### config.mk
export PLATFORM = sky130hd
export DESIGN_NAME = dmem_arbiter_flat
export DESIGN_NICKNAME = d
export VERILOG_FILES = /design/src/rtl/dmem_arbiter_if.sv /design/src/rtl/dmem_arbiter.sv /design/src/flat_wrapper.sv
export SDC_FILE = /design/constraint.sdc
export NUM_CORES = 1
export LEC_CHECK = 0
export CAP_MARGIN = 20
export CORE_UTILIZATION = 35
export DETAILED_ROUTE_END_ITERATION = 12
export GPL_ROUTABILITY_DRIVEN = 1
export PLACE_DENSITY_LB_ADDON = 0.2
export SYNTH_ARGS = -nofsm -noshare
export SYNTH_HDL_FRONTEND = slang
export SYNTH_SLANG_ARGS = --single-unit
### constraint.sdc
create_clock -name clk -period 3.1 [get_ports clk]
set_input_delay 0.31 -clock clk [delete_from_list [all_inputs] [get_ports clk]]
set_output_delay 0.31 -clock clk [all_outputs]
set_load 0.005 [all_outputs]
### src/rtl/dmem_arbiter_if.sv
// rtl/dmem_arbiter_if.sv - bus bundle between the data-memory arbiter and its environment
//
// Groups the pipeline M-stage port, the external preload write port, the drain
// handshake, the single-port memory port and the status outputs.
//   slave  : arbiter view (takes requests, drives the memory port)
//   master : environment view (pipeline, preload source, memory model)
interface dmem_arbiter_if #(
  parameter int DPW        = 32,
  parameter int FIFO_DEPTH = 4
) ();
  // pipeline M stage
  logic                          memwriteM;
  logic                          memreadM;
  logic [DPW-1:0]                aluresultM;
  logic [DPW-1:0]                Rd2M;
  logic                          stall_mem;
  logic [DPW-1:0]                readdata_m;
  logic                          rd_valid_m;
  // external preload writes
  logic                          ext_valid;
  logic                          ext_ready;
  logic [DPW-1:0]                ext_addr;
  logic [DPW-1:0]                ext_data;
  // drain handshake
  logic                          drain_req;
  logic                          drain_done;
  // single-port memory
  logic                          mem_en;
  logic                          mem_we;
  logic [DPW-3:0]                mem_addr;
  logic [DPW-1:0]                mem_wdata;
  logic [DPW-1:0]                mem_rdata;
  // status
  logic [$clog2(FIFO_DEPTH):0]   fifo_count;
  logic                          err_misaligned;

  modport slave (
    input  memwriteM, memreadM, aluresultM, Rd2M,
    input  ext_valid, ext_addr, ext_data, drain_req, mem_rdata,
    output stall_mem, readdata_m, rd_valid_m, ext_ready, drain_done,
    output mem_en, mem_we, mem_addr, mem_wdata, fifo_count, err_misaligned
  );

  modport master (
    output memwriteM, memreadM, aluresultM, Rd2M,
    output ext_valid, ext_addr, ext_data, drain_req, mem_rdata,
    input  stall_mem, readdata_m, rd_valid_m, ext_ready, drain_done,
    input  mem_en, mem_we, mem_addr, mem_wdata, fifo_count, err_misaligned
  );
endinterface

### src/rtl/dmem_arbiter.sv
// rtl/dmem_arbiter.sv - single-port data-memory arbiter: pipeline priority, buffered preload writes
//
// Ports:
//   clk  : sole clock, rising edge
//   rst  : synchronous active-high reset
//   bus  : dmem_arbiter_if.slave - pipeline request/stall/load data, external
//          write push (ext_valid/ext_ready), drain_req/drain_done, memory port
//          (mem_en/mem_we/mem_addr/mem_wdata/mem_rdata), fifo_count, err_misaligned
//
// Pipeline accesses win unless the FIFO has been starved for STARVE_LIMIT
// consecutive pipeline-won cycles, in which case one FIFO entry is written and
// the pipeline is stalled for that cycle. A drain_req in RUN switches to an
// exclusive DRAIN that empties the FIFO, followed by a single DONE cycle.
module dmem_arbiter #(
  parameter int DPW          = 32,
  parameter int FIFO_DEPTH   = 4,
  parameter int STARVE_LIMIT = 8
) (
  input  logic          clk,
  input  logic          rst,
  dmem_arbiter_if.slave bus
);
  localparam int PW = $clog2(FIFO_DEPTH);
  localparam int CW = PW + 1;
  localparam int SW = $clog2(STARVE_LIMIT + 1);
  localparam logic [CW-1:0] FULL_CNT   = CW'(FIFO_DEPTH);
  localparam logic [SW-1:0] STARVE_MAX = SW'(STARVE_LIMIT);

  typedef enum logic [1:0] {
    RUN   = 2'd0,
    DRAIN = 2'd1,
    DONE  = 2'd2
  } state_e;

  state_e          state_q;
  logic            drain_done_q;

  // Only the word address is kept; the byte offset of preload writes is dropped.
  logic [DPW-3:0]  fifo_addr_q [FIFO_DEPTH];
  logic [DPW-1:0]  fifo_data_q [FIFO_DEPTH];

  logic [PW-1:0]   rd_ptr_q, rd_ptr_d;
  logic [PW-1:0]   wr_ptr_q, wr_ptr_d;
  logic [CW-1:0]   count_q, count_d;
  logic [SW-1:0]   starve_q, starve_d;
  logic            err_q, err_d;
  logic            rd_valid_q, rd_valid_d;

  logic            pipe_req;
  logic            fifo_empty;
  logic            pipe_win;
  logic            fifo_win;
  logic            ext_ready;
  logic            push;
  logic            pop;
  logic            unused_ext_addr_lo;

  assign unused_ext_addr_lo = ^bus.ext_addr[1:0];

  always_comb begin
    pipe_req   = bus.memwriteM || bus.memreadM;
    fifo_empty = (count_q == '0);
    pipe_win   = 1'b0;
    fifo_win   = 1'b0;
    if (!rst) begin
      case (state_q)
        RUN: begin
          pipe_win = pipe_req && (starve_q < STARVE_MAX);
          fifo_win = !pipe_win && !fifo_empty;
        end
        DRAIN:   fifo_win = !fifo_empty;
        default: ;
      endcase
    end

    // A full FIFO never accepts, even when the head is popped this cycle.
    ext_ready = !rst && (state_q == RUN) && (count_q != FULL_CNT);
    push      = bus.ext_valid && ext_ready;
    pop       = fifo_win;

    wr_ptr_d = push ? wr_ptr_q + PW'(1) : wr_ptr_q;
    rd_ptr_d = pop  ? rd_ptr_q + PW'(1) : rd_ptr_q;

    count_d = count_q;
    if (push && !pop) begin
      count_d = count_q + CW'(1);
    end else if (pop && !push) begin
      count_d = count_q - CW'(1);
    end

    // Counts pipeline wins that left a waiting entry behind.
    starve_d = starve_q;
    if (pop || fifo_empty) begin
      starve_d = '0;
    end else if (pipe_win && (starve_q != STARVE_MAX)) begin
      starve_d = starve_q + SW'(1);
    end

    err_d      = err_q || (pipe_win && (bus.aluresultM[1:0] != 2'b00));
    rd_valid_d = pipe_win && !bus.memwriteM;
  end

  assign bus.ext_ready      = ext_ready;
  assign bus.stall_mem      = !rst && ((state_q != RUN) || (fifo_win && pipe_req));
  assign bus.mem_en         = pipe_win || fifo_win;
  assign bus.mem_we         = fifo_win || (pipe_win && bus.memwriteM);
  assign bus.mem_addr       = fifo_win ? fifo_addr_q[rd_ptr_q] : bus.aluresultM[DPW-1:2];
  assign bus.mem_wdata      = fifo_win ? fifo_data_q[rd_ptr_q] : bus.Rd2M;
  assign bus.readdata_m     = bus.mem_rdata;
  assign bus.rd_valid_m     = rd_valid_q;
  assign bus.drain_done     = drain_done_q && !rst;
  assign bus.fifo_count     = count_q;
  assign bus.err_misaligned = err_q;

  always_ff @(posedge clk) begin
    if (push) begin
      fifo_addr_q[wr_ptr_q] <= bus.ext_addr[DPW-1:2];
      fifo_data_q[wr_ptr_q] <= bus.ext_data;
    end
  end

  always_ff @(posedge clk) begin
    if (rst) begin
      state_q      <= RUN;
      drain_done_q <= 1'b0;
      rd_ptr_q     <= '0;
      wr_ptr_q     <= '0;
      count_q      <= '0;
      starve_q     <= '0;
      err_q        <= 1'b0;
      rd_valid_q   <= 1'b0;
    end else begin
      rd_ptr_q     <= rd_ptr_d;
      wr_ptr_q     <= wr_ptr_d;
      count_q      <= count_d;
      starve_q     <= starve_d;
      err_q        <= err_d;
      rd_valid_q   <= rd_valid_d;
      drain_done_q <= 1'b0;
      case (state_q)
        RUN: begin
          if (bus.drain_req) begin
            state_q <= DRAIN;
          end
        end
        DRAIN: begin
          // Leave as soon as this cycle's pop empties the FIFO, so a full
          // drain costs exactly FIFO_DEPTH DRAIN cycles.
          if (count_d == '0) begin
            state_q      <= DONE;
            drain_done_q <= 1'b1;
          end
        end
        DONE:    state_q <= RUN;
        default: state_q <= RUN;
      endcase
    end
  end
endmodule

### src/flat_wrapper.sv
// flat-port wrapper written by rule: the top's interface ports become plain ports
module dmem_arbiter_flat 
#(
  parameter int DPW          = 32,
  parameter int FIFO_DEPTH   = 4,
  parameter int STARVE_LIMIT = 8
)
  (clk, rst, bus_memwriteM, bus_memreadM, bus_aluresultM, bus_Rd2M, bus_ext_valid, bus_ext_addr, bus_ext_data, bus_drain_req, bus_mem_rdata, bus_stall_mem, bus_readdata_m, bus_rd_valid_m, bus_ext_ready, bus_drain_done, bus_mem_en, bus_mem_we, bus_mem_addr, bus_mem_wdata, bus_fifo_count, bus_err_misaligned);
  dmem_arbiter_if #(.DPW(DPW), .FIFO_DEPTH(FIFO_DEPTH)) bus_i ();
  input  logic clk;
  input  logic rst;
  input wire logic [$bits(bus_i.memwriteM)-1:0] bus_memwriteM;
  input wire logic [$bits(bus_i.memreadM)-1:0] bus_memreadM;
  input wire logic [$bits(bus_i.aluresultM)-1:0] bus_aluresultM;
  input wire logic [$bits(bus_i.Rd2M)-1:0] bus_Rd2M;
  input wire logic [$bits(bus_i.ext_valid)-1:0] bus_ext_valid;
  input wire logic [$bits(bus_i.ext_addr)-1:0] bus_ext_addr;
  input wire logic [$bits(bus_i.ext_data)-1:0] bus_ext_data;
  input wire logic [$bits(bus_i.drain_req)-1:0] bus_drain_req;
  input wire logic [$bits(bus_i.mem_rdata)-1:0] bus_mem_rdata;
  output wire logic [$bits(bus_i.stall_mem)-1:0] bus_stall_mem;
  output wire logic [$bits(bus_i.readdata_m)-1:0] bus_readdata_m;
  output wire logic [$bits(bus_i.rd_valid_m)-1:0] bus_rd_valid_m;
  output wire logic [$bits(bus_i.ext_ready)-1:0] bus_ext_ready;
  output wire logic [$bits(bus_i.drain_done)-1:0] bus_drain_done;
  output wire logic [$bits(bus_i.mem_en)-1:0] bus_mem_en;
  output wire logic [$bits(bus_i.mem_we)-1:0] bus_mem_we;
  output wire logic [$bits(bus_i.mem_addr)-1:0] bus_mem_addr;
  output wire logic [$bits(bus_i.mem_wdata)-1:0] bus_mem_wdata;
  output wire logic [$bits(bus_i.fifo_count)-1:0] bus_fifo_count;
  output wire logic [$bits(bus_i.err_misaligned)-1:0] bus_err_misaligned;
  assign bus_i.memwriteM = bus_memwriteM;
  assign bus_i.memreadM = bus_memreadM;
  assign bus_i.aluresultM = bus_aluresultM;
  assign bus_i.Rd2M = bus_Rd2M;
  assign bus_i.ext_valid = bus_ext_valid;
  assign bus_i.ext_addr = bus_ext_addr;
  assign bus_i.ext_data = bus_ext_data;
  assign bus_i.drain_req = bus_drain_req;
  assign bus_i.mem_rdata = bus_mem_rdata;
  assign bus_stall_mem = bus_i.stall_mem;
  assign bus_readdata_m = bus_i.readdata_m;
  assign bus_rd_valid_m = bus_i.rd_valid_m;
  assign bus_ext_ready = bus_i.ext_ready;
  assign bus_drain_done = bus_i.drain_done;
  assign bus_mem_en = bus_i.mem_en;
  assign bus_mem_we = bus_i.mem_we;
  assign bus_mem_addr = bus_i.mem_addr;
  assign bus_mem_wdata = bus_i.mem_wdata;
  assign bus_fifo_count = bus_i.fifo_count;
  assign bus_err_misaligned = bus_i.err_misaligned;
  dmem_arbiter #(.DPW(DPW), .FIFO_DEPTH(FIFO_DEPTH), .STARVE_LIMIT(STARVE_LIMIT)) u_core (.clk(clk), .rst(rst), .bus(bus_i));
endmodule
==> results of run 1 <==
[repair_timing]
item | 4_1_cts | 5_1_grt
gates resized for setup | 0 | 4
endpoints found under the setup margin | 32 | 59
buffers inserted | 2 | 0
cloned | 0 | 0
[layout make-up]
| class | instances | area [um^2] |
|---|---|---|
| fillers | 2730 | 16290 |
| clock inverters | 18 | 162.7 |
| flip-flops and latches | 266 | 7818 |
| inverters | 8 | 30.03 |
| multi-input cells | 334 | 2724 |
| well taps | 396 | 495.5 |
| repair buffers | 231 | 2409 |
| clock buffers | 33 | 740.7 |
[synth_stat cells]
master,count
edfxtp_1,248
nand2_1,198
mux4_2,62
buf_4,34
dfxtp_1,18
nor2_1,16
buf_1,12
buf_2,9
clkbuf_1,9
ha_1,9
a21oi_1,8
inv_1,8
o21ai_0,5
xnor2_1,5
and3_2,4
a221oi_1,2
and2_1,2
and4_1,2
xor2_1,2
a2111oi_4,1
a211oi_1,1
a211oi_2,1
a311oi_1,1
a31oi_1,1
a41oi_1,1
and3_1,1
and4_2,1
and4_4,1
nand2_2,1
nand2b_1,1
nor2b_1,1
nor3_1,1
nor4_1,1
nor4_4,1
nor4b_1,1
o211a_1,1
o211ai_1,1
or2_1,1
[flip-flops by register name, indices dropped and copies added (netlist names), named ones only]
signal                     count
u_core.fifo_data_q           128
u_core.fifo_addr_q           120
u_core.starve_q                4
u_core.bus.fifo_count          3
u_core.rd_ptr_q                2
u_core.state_q                 2
u_core.wr_ptr_q                2
u_core.bus.err_misaligned      1
u_core.bus.rd_valid_m          1
u_core.drain_done_q            1
[metrics by stage]
stage          setup WS (ns)  util, %  cell area, um^2  total power [mW]
2_1_floorplan         0.5266        -            10920             5.274
3_3_place_gp          0.4626    43.86            13450             6.207
4_1_cts             0.006067    46.85            14370             9.511
3_5_place_dp          0.4353    43.86            13450             6.215
6_report              0.1817    46.88            14380             9.375
5_1_grt              0.01869    46.88            14380             9.814
[power by group through the flow]
| stage | clock network, mW | registers, mW | logic [mW] |
|---|---|---|---|
| floorplan | 0 | 4.25 | 1.02 |
| global placement | 0 | 4.31 | 1.90 |
| detailed placement | 0 | 4.31 | 1.90 |
| CTS | 3.35 | 4.24 | 1.92 |
| global route | 3.48 | 4.26 | 2.08 |
| finish | 3.26 | 4.23 | 1.88 |
[critical path: cells and delay by family (launching register included)]
family,cells,cell delay (ns)
buffers and inverters,2,0.73
DFF,1,0.63
muxes,1,0.51
and+or+nand+nor,2,0.20
[metal layers]
layer / GRT usage [%] / part of all wire, % / vias up
li1: - / - / 2882
met1: 18.30 / 42 / 3019
met2: 25.60 / 50 / 169
met3: 2.174 / 4.7 / 67
met4: 6.356 / 4.0 / 0
met5: 0 / 0 / -
[worst paths after layout]
check | endpoint | slack (ns) | cells after the start | from
setup / recovery | bus_mem_wdata[3] | 0.18 | 5 | register
setup reg to reg | u_core.drain_done_q | 0.71 | 7 | u_core.bus.fifo_count[0]
hold reg to reg | u_core.bus.err_misaligned | 0.45 | 2 | u_core.bus.err_misaligned
hold / removal | u_core.bus.rd_valid_m | 0.38 | 2 | bus_memwriteM
[kinds of logic after synthesis]
| family | Yosys count | share of synthesized area (%) |
|---|---|---|
| flops | 266 | 71.53 |
| simple gates | 233 | 8.769 |
| buf+inv | 72 | 3.748 |
| mux | 62 | 12.79 |
| compound gates | 23 | 1.571 |
| fa+ha+maj | 9 | 1.032 |
| xor+xnor | 7 | 0.5617 |
==> flow_metrics.tcl, run 1 <==
set metrics [dict create \
    grtUsageTotal_pct 14.76 \
    final_common_cell "edfxtp_1" \
    arrival_ns 2.61 \
    slowest_stage "dfxtp_4" \
    fin_tns_setup_ns 0 \
    dieArea_um2 31900 \
    via_per_inst 4.772 \
    dp_cells 1233 \
    worstMarginPinSlew_ns 0.5418 \
    coreArea_um2 30670 \
    cts_root_buffer "clkbuf_16" \
    grt_setup_unrepaired "false" \
    power_frac_clock_pct 34.8 \
    drive_gt1_share_pct 16.40 \
    slew_headroom_pct 63.88 \
    fin_crit_ns 2.918 \
    fmax_mhz 342.7 \
    grt_pass1_vias 6343 \
    yosys_register_bits 266 \
    fin_skew_ns 0.006819 \
    setup_viol 0 \
    hold_class "in2reg" \
    rows 64 \
    p_switching_mw 2.236 \
    final_cell_mix "edfxtp_1, clkdlybuf4s50_1, nand2_1" \
    yosys.area.top_type "edfxtp_1" \
    io_pins 270 \
    antennaDiodeCount 0 \
    syn-num-nets 847 \
    cts_tree "done" \
    syn_area_per_cell_um2 16.24 \
    hold_slack_ns 0.3781 \
    drt-total-wl_um 23140 \
    firstDrtPassIters 4 \
    first_iter_violations 301 \
    port_buffers 203 \
    ys_seq_area_share_pct 71.53 \
    dieHeight_um 178.6 \
    ir_drop_v 0.0003805 \
    wl_per_cell_um 18.00 \
    finalHoldViolCount 0 \
    dp_hpwl_um 14850 \
    antenna_found_initial 0 \
    nNetsFinal 1044 \
    crit_path_max_incr_delay_ns 0.63 \
    crit_path_start_kind "register" \
    combPwrFrac_pct 20.0 \
    grt_overflow 0 \
    grt_first_pass_wirelength_um 35340 \
    seq_power_share_pct 45.2 \
    syn_area_um2 10920 \
    area_delta_synth_final_pct 31.73 \
    crit_type "reg2out" \
    drc_errors 0 \
    synth.distinct_cells 38 \
    gp_congestion 0.7149 \
    clk_path_buf_depth 3 \
    final_cells 1286 \
    synthCells 672 \
    power.density_nw_per_um2 652.0 \
    maxCapViolations 0 \
    cts.clk_slew.worst_paths_ns 0.06 \
    cts_hold_buf 0 \
    path_max_fanout 18 \
    status "complete, no violations" \
    h-tree-depth 1 \
    insertion_delay_ns 0.53 \
    cts_made_buffers 28 \
    switching_share_pct 23.85 \
    p_int_mw 7.138 \
    synth.top_cell.area_share_pct 68.23 \
    required_ns 2.79 \
    synth.area.top_cells "edfxtp_1, mux4_2, nand2_1" \
    cp-end-kind "primary output" \
    slew_violations 0 \
    cpMostUsedCell "nand2_1" \
    critical_path.cell_chain "buf_4 > mux4_2 > nand2_1 > nand2_1 > clkdlybuf4s50_1" \
    vias 6137 \
    p_leak_nw 4.899 \
    start_util_pct 35.59 \
    numClockSinks 266 \
    drtAntennaViolNets 0 \
    finalCritPeriodShare_pct 94.14 \
    grt_max_degree 45 \
    yosysWarnings 0 \
    die_x_um 178.6 \
]
(Power assumes the default switching activity.)
==> run 2, diff against run 1 <==
--- a/config.mk
+++ b/config.mk
@@ -10,6 +10,7 @@
 export DETAILED_ROUTE_END_ITERATION = 12
 export GPL_ROUTABILITY_DRIVEN = 1
 export PLACE_DENSITY_LB_ADDON = 0.2
+export RECOVER_POWER = 50
 export SYNTH_ARGS = -nofsm -noshare
 export SYNTH_HDL_FRONTEND = slang
 export SYNTH_SLANG_ARGS = --single-unit
==> run 2 against run 1 <==
Compared with the run above: global-route usage stayed put; sequential share of layout area increased by 0.12 points; critical path depth unchanged; first-iteration DRC count rose by 5.3%; highest routed layer is now met5; cell count hardly changed.
==> flow_metrics.tcl, run 2 (synthesis gave the netlist of run 1 again) <==
set metrics [dict create \
    final_cell_mix "edfxtp_1, nand2_1, clkdlybuf4s50_1" \
    p_leak_nw 4.916 \
    antenna_found_initial 2 \
    hold_slack_ns 0.3794 \
    firstDrtPassIters 4 \
    largest_reg_flops 128 \
    worstReg2RegEnd "u_core.fifo_addr_q[3][1]" \
    io_pins 270 \
    grt_setup_unrepaired "false" \
    grt_max_degree 45 \
    cts_tree "done" \
    cts.clk_slew.worst_paths_ns 0.06 \
    grt_first_pass_wirelength_um 35340 \
    p_int_mw 7.114 \
    crit_path_max_incr_delay_ns 0.63 \
    fillCellCount 2737 \
    coreArea_um2 30670 \
    path_max_fanout 18 \
    drc_errors 0 \
    grt_pass1_vias 6343 \
    ir_drop_v 0.0003805 \
    grt_overflow 0 \
    critical_path.cell_chain "buf_4 > mux4_2 > nand2_1 > nand2_1 > clkdlybuf4s50_1" \
    cts_root_buffer "clkbuf_16" \
    insertion_delay_ns 0.53 \
    dp_cells 1233 \
    worstReg2RegStart "u_core.bus.fifo_count[0]" \
    dieHeight_um 178.6 \
    first_iter_violations 317 \
    setup_viol 0 \
    cpMostUsedCell "nand2_1" \
    switching_share_pct 23.87 \
    cts_made_buffers 28 \
    slew_violations 0 \
    fmax_mhz 343.0 \
    whs_path_depth 2 \
    maxCapViolations 0 \
    dieArea_um2 31900 \
    crit_path_start_kind "register" \
    die_x_um 178.6 \
    hold_class "in2reg" \
    final_cells 1287 \
    area_delta_synth_final_pct 31.43 \
    final_common_cell "edfxtp_1" \
    p_switching_mw 2.231 \
    wl_per_cell_um 17.99 \
    post-route-worst-setup-slack_ns 0.1845 \
    finalHoldViolCount 0 \
    slowest_stage "dfxtp_4" \
    nNetsFinal 1044 \
    port_buffers 203 \
    regToRegSetupSlack_ns 0.22 \
    fin_skew_ns 0.006629 \
    crit_type "reg2out" \
    fin_tns_setup_ns 0 \
    start_util_pct 35.59 \
    numClockSinks 266 \
    place_ws_ns 0.4353 \
    drt-total-wl_um 23150 \
    power.density_nw_per_um2 651.3 \
    combPwrFrac_pct 19.8 \
    regMostFlops "u_core.fifo_data_q" \
    rows 64 \
    r2r_cells 5 \
    min_to "u_core.bus.rd_valid_m" \
    gp_congestion 0.7149 \
    reg_top3 "u_core.fifo_data_q (128), u_core.fifo_addr_q (120), u_core.starve_q (4)" \
    hold_start "bus_memwriteM" \
    cp-end-kind "primary output" \
    dp_hpwl_um 14850 \
    via_per_inst 4.762 \
    seq_power_share_pct 45.3 \
    drive_gt1_share_pct 15.84 \
    status "complete, no violations" \
    power_frac_clock_pct 34.9 \
    vias 6129 \
    finalCritPeriodShare_pct 94.05 \
    drtAntennaViolNets 0 \
    total_power_mw 9.344 \
    h-tree-depth 1 \
    arrival_ns 2.61 \
    worstMarginPinSlew_ns 1.088 \
    slew_headroom_pct 27.49 \
    required_ns 2.79 \
    clk_path_buf_depth 3 \
    grtUsageTotal_pct 14.76 \
    fin_crit_ns 2.916 \
]
run 2: cell count changes in the layout (fill, tap and decap cells not counted), sizes merged:
cell and change:
clkdlybuf4s50 -65, dlygate4sd3 +65, buf -3, clkbuf +3
diode +1
run 2: power by group through the flow:
| stage | logic [mW] | clock network [mW] | registers (mW) |
|---|---|---|---|
| finish | 1.85 | 3.26 | 4.24 |
| global placement | 1.90 | 0 | 4.31 |
| global route | 2.05 | 3.48 | 4.26 |
| floorplan | 1.02 | 0 | 4.25 |
| detailed placement | 1.90 | 0 | 4.31 |
| CTS | 1.92 | 3.35 | 4.24 |
run 2: worst max path at each step:
stage                             start                  endpoint  slack, ns
3_5_place_dp              bus_memwriteM          bus_mem_addr[22]       0.44
2_1_floorplan  u_core.bus.fifo_count[0]  u_core.fifo_addr_q[0][0]       0.53
3_3_place_gp              bus_memwriteM          bus_mem_addr[22]       0.46
5_1_grt                        register          bus_mem_wdata[3]       0.02
4_1_cts        u_core.bus.fifo_count[0]          bus_mem_addr[22]      0.006
6_report                       register          bus_mem_wdata[3]       0.18
run 2: area by class of cell:
cell class	count	area, um^2	share of cell area (%)
sequential	266	7818	54.49
multi-input combinational	334	2711	18.90
timing repair buffer	231	2386	16.63
clock buffer	33	740.7	5.163
tap	396	495.5	3.454
clock inverter	18	162.7	1.134
inverter	8	30.03	0.2093
antenna	1	2.502	0.01744
run 2: worst max-delay path, delay by kind of cell, from the launching register on:
family / cells / cell delay [ns]
and+or+nand+nor: 2 / 0.20
DFF: 1 / 0.63
muxes: 1 / 0.51
buffers and inverters: 2 / 0.73
run 2: per-stage QoR:
step                      area, um^2  util, %
after floorplan                10920        -
after global routing           14340    46.77
after detailed placement       13450    43.86
final                          14350    46.78
after CTS                      14370    46.85
after global placement         13450    43.86
run 2: per-layer routing:
metal,part of all wire [%],vias to the layer above,track usage [%]
met5,0.056,-,0
met4,4.0,2,6.356
met3,4.9,69,2.174
met2,50,170,25.60
met1,41,3008,18.30
li1,-,2880,-
run 2: repair_timing:
item                       CTS  global route
hold endpoints to repair     0             0
hold buffers                 0             0
buffers inserted             2             0
resized for setup            0             4
setup endpoints to repair   32            59
==> run 3, diff against run 2 <==
--- a/config.mk
+++ b/config.mk
@@ -9,7 +9,6 @@
 export CORE_UTILIZATION = 35
 export DETAILED_ROUTE_END_ITERATION = 12
 export GPL_ROUTABILITY_DRIVEN = 1
-export PLACE_DENSITY_LB_ADDON = 0.2
 export RECOVER_POWER = 50
 export SYNTH_ARGS = -nofsm -noshare
 export SYNTH_HDL_FRONTEND = slang
==> run 3 against run 2 <==
Compared with the run above: clock skew increased by 0.00087 ns; combinational power about the same; highest routed layer unchanged; cell area is essentially flat; routed wire length rose by 1.4%; first-iteration DRC count rose by 21%; count of clock-buffer cells in the layout rose by 4; register-to-register slack is essentially flat; largest power group unchanged.
==> flow_metrics.tcl, run 3 (synthesis gave the netlist of run 1 again) <==
set metrics [dict create \
    hold_slack_ns 0.4299 \
    final_cell_mix "edfxtp_1, nand2_1, clkdlybuf4s50_1" \
    fin_tns_setup_ns 0 \
    grt_pass1_vias 6166 \
    place_ws_ns 0.3595 \
    cp-end-kind "primary output" \
    fillCellCount 2674 \
    grt_max_degree 38 \
    drt-total-wl_um 23480 \
    cpMostUsedCell "nand2_1" \
    path_max_fanout 19 \
    drt-met1-wl_um 9974 \
    arrival_ns 2.64 \
    dp_hpwl_um 14730 \
    dieHeight_um 178.6 \
    antenna_found_initial 4 \
    fin_crit_ns 2.948 \
    cts_root_buffer "clkbuf_16" \
    reg_top3 "u_core.fifo_data_q (128), u_core.fifo_addr_q (120), u_core.starve_q (4)" \
    first_iter_violations 385 \
    finalCritPeriodShare_pct 95.10 \
    wl_per_cell_um 18.29 \
    hold_class "in2reg" \
    top_layer_used "met5" \
    insertion_delay_ns 0.53 \
    fin_util_pct 46.76 \
    die_x_um 178.6 \
    final_cell_area_um2 14340 \
    finalHoldViolCount 0 \
    cts_made_buffers 28 \
    place_area_um2 13370 \
    cts_tree "done" \
    grt_overflow 0 \
    power.density_nw_per_um2 666.5 \
    slew_violations 0 \
    critical_path.cell_chain "inv_1 > ha_2 > nand2b_1 > o211ai_1 > buf_4 > clkbuf_16 > nand2_1 > nand2_1 > clkdlybuf4s50_1" \
    dieArea_um2 31900 \
    worstMarginPinSlew_ns 1.032 \
    vias 6084 \
    post-route-worst-setup-slack_ns 0.1518 \
    port_buffers 203 \
    coreArea_um2 30670 \
    drc_errors 0 \
    setup_viol 0 \
    h-tree-depth 1 \
    ir_drop_v 0.0003837 \
    regMostFlops "u_core.fifo_data_q" \
    grt_first_pass_wirelength_um 35220 \
    grtUsageTotal_pct 14.68 \
    final_cells 1284 \
    largest_reg_flops 128 \
    crit_type "reg2out" \
    start_util_pct 35.59 \
    route.met3.wl_um 1203 \
    total_power_mw 9.558 \
    gp_congestion 0.7227 \
    wl_met2_um 11260 \
    drtAntennaViolNets 0 \
    rows 64 \
    p_leak_nw 4.918 \
    slowest_stage "clkdlybuf4s50_1" \
    fmax_mhz 339.2 \
    via_per_inst 4.738 \
    dp_cells 1226 \
    final_common_cell "edfxtp_1" \
    firstDrtPassIters 4 \
    crit_path_max_incr_delay_ns 0.52 \
    io_pins 270 \
    drive_gt1_share_pct 15.80 \
    crit_path_start_kind "register" \
    grt_setup_unrepaired "false" \
    fin_skew_ns 0.007504 \
    nNetsFinal 1039 \
    required_ns 2.79 \
    clk_path_buf_depth 3 \
    maxCapViolations 0 \
    slew_headroom_pct 31.21 \
    cts.clk_slew.worst_paths_ns 0.06 \
    status "complete, no violations" \
    area_delta_synth_final_pct 31.39 \
    numClockSinks 266 \
]
## run 3: cell types whose count changed in the layout (fill, tap and decap cells not counted), sizes merged
cell | previous run | this run
clkbuf | 36 | 43
bufinv | 3 | 5
clkinv | 14 | 9
buf | 25 | 17
diode | 1 | 2
clkdlybuf4s50 | 138 | 136
dlygate4sd3 | 65 | 67
## run 3: worst paths after layout
kind                                   from                        end  slack (ns)  cells after the start
setup / recovery   u_core.bus.fifo_count[1]           bus_mem_addr[10]        0.15                      9
setup reg to reg   u_core.bus.fifo_count[1]  u_core.fifo_addr_q[2][29]        0.22                      5
hold / removal                bus_drain_req          u_core.state_q[0]        0.43                      3
hold reg to reg   u_core.bus.err_misaligned  u_core.bus.err_misaligned        0.45                      2
## run 3: metal layers
layer	GRT usage, %	up-vias
li1	-	2867
met1	19.07	2987
met2	23.93	158
met3	2.707	70
met4	6.603	2
met5	0	-
## run 3: worst max-delay path: cells and delay by family, from the launching register on
family	cells	cell delay (ns)
adders and majority gates	1	0.25
DFF	1	0.37
buffers and inverters	4	1.06
and+or+nand+nor	3	0.30
AOI/OAI and AO/OA	1	0.11
## run 3: cell type report
cell class	instances	area, um^2	share of cell area (%)
flip-flops and latches	266	7815	54.49
multi-input cells	334	2719	18.96
inverters	8	30.03	0.2094
repair buffers	226	2301	16.04
clock inverters	15	200.2	1.396
diodes	2	5.005	0.03490
clock buffers	37	775.7	5.409
well taps	396	495.5	3.455
## run 3: repair_timing
action,4_1_cts,5_1_grt
setup endpoints to repair,29,44
pin swaps,0,1
cloned,0,1
gates resized for setup,0,3
setup buffers,2,1
hold buffers,0,0
## run 3: where the power goes
part / total, mW / switching (mW) / internal, mW / leakage, nW
Sequential: 4.20 / 0.0841 / 4.12 / 2.39
Combinational: 1.87 / 0.845 / 1.03 / 2.05
Clock: 3.48 / 1.31 / 2.17 / 0.480
Total: 9.56 / 2.24 / 7.32 / 4.92
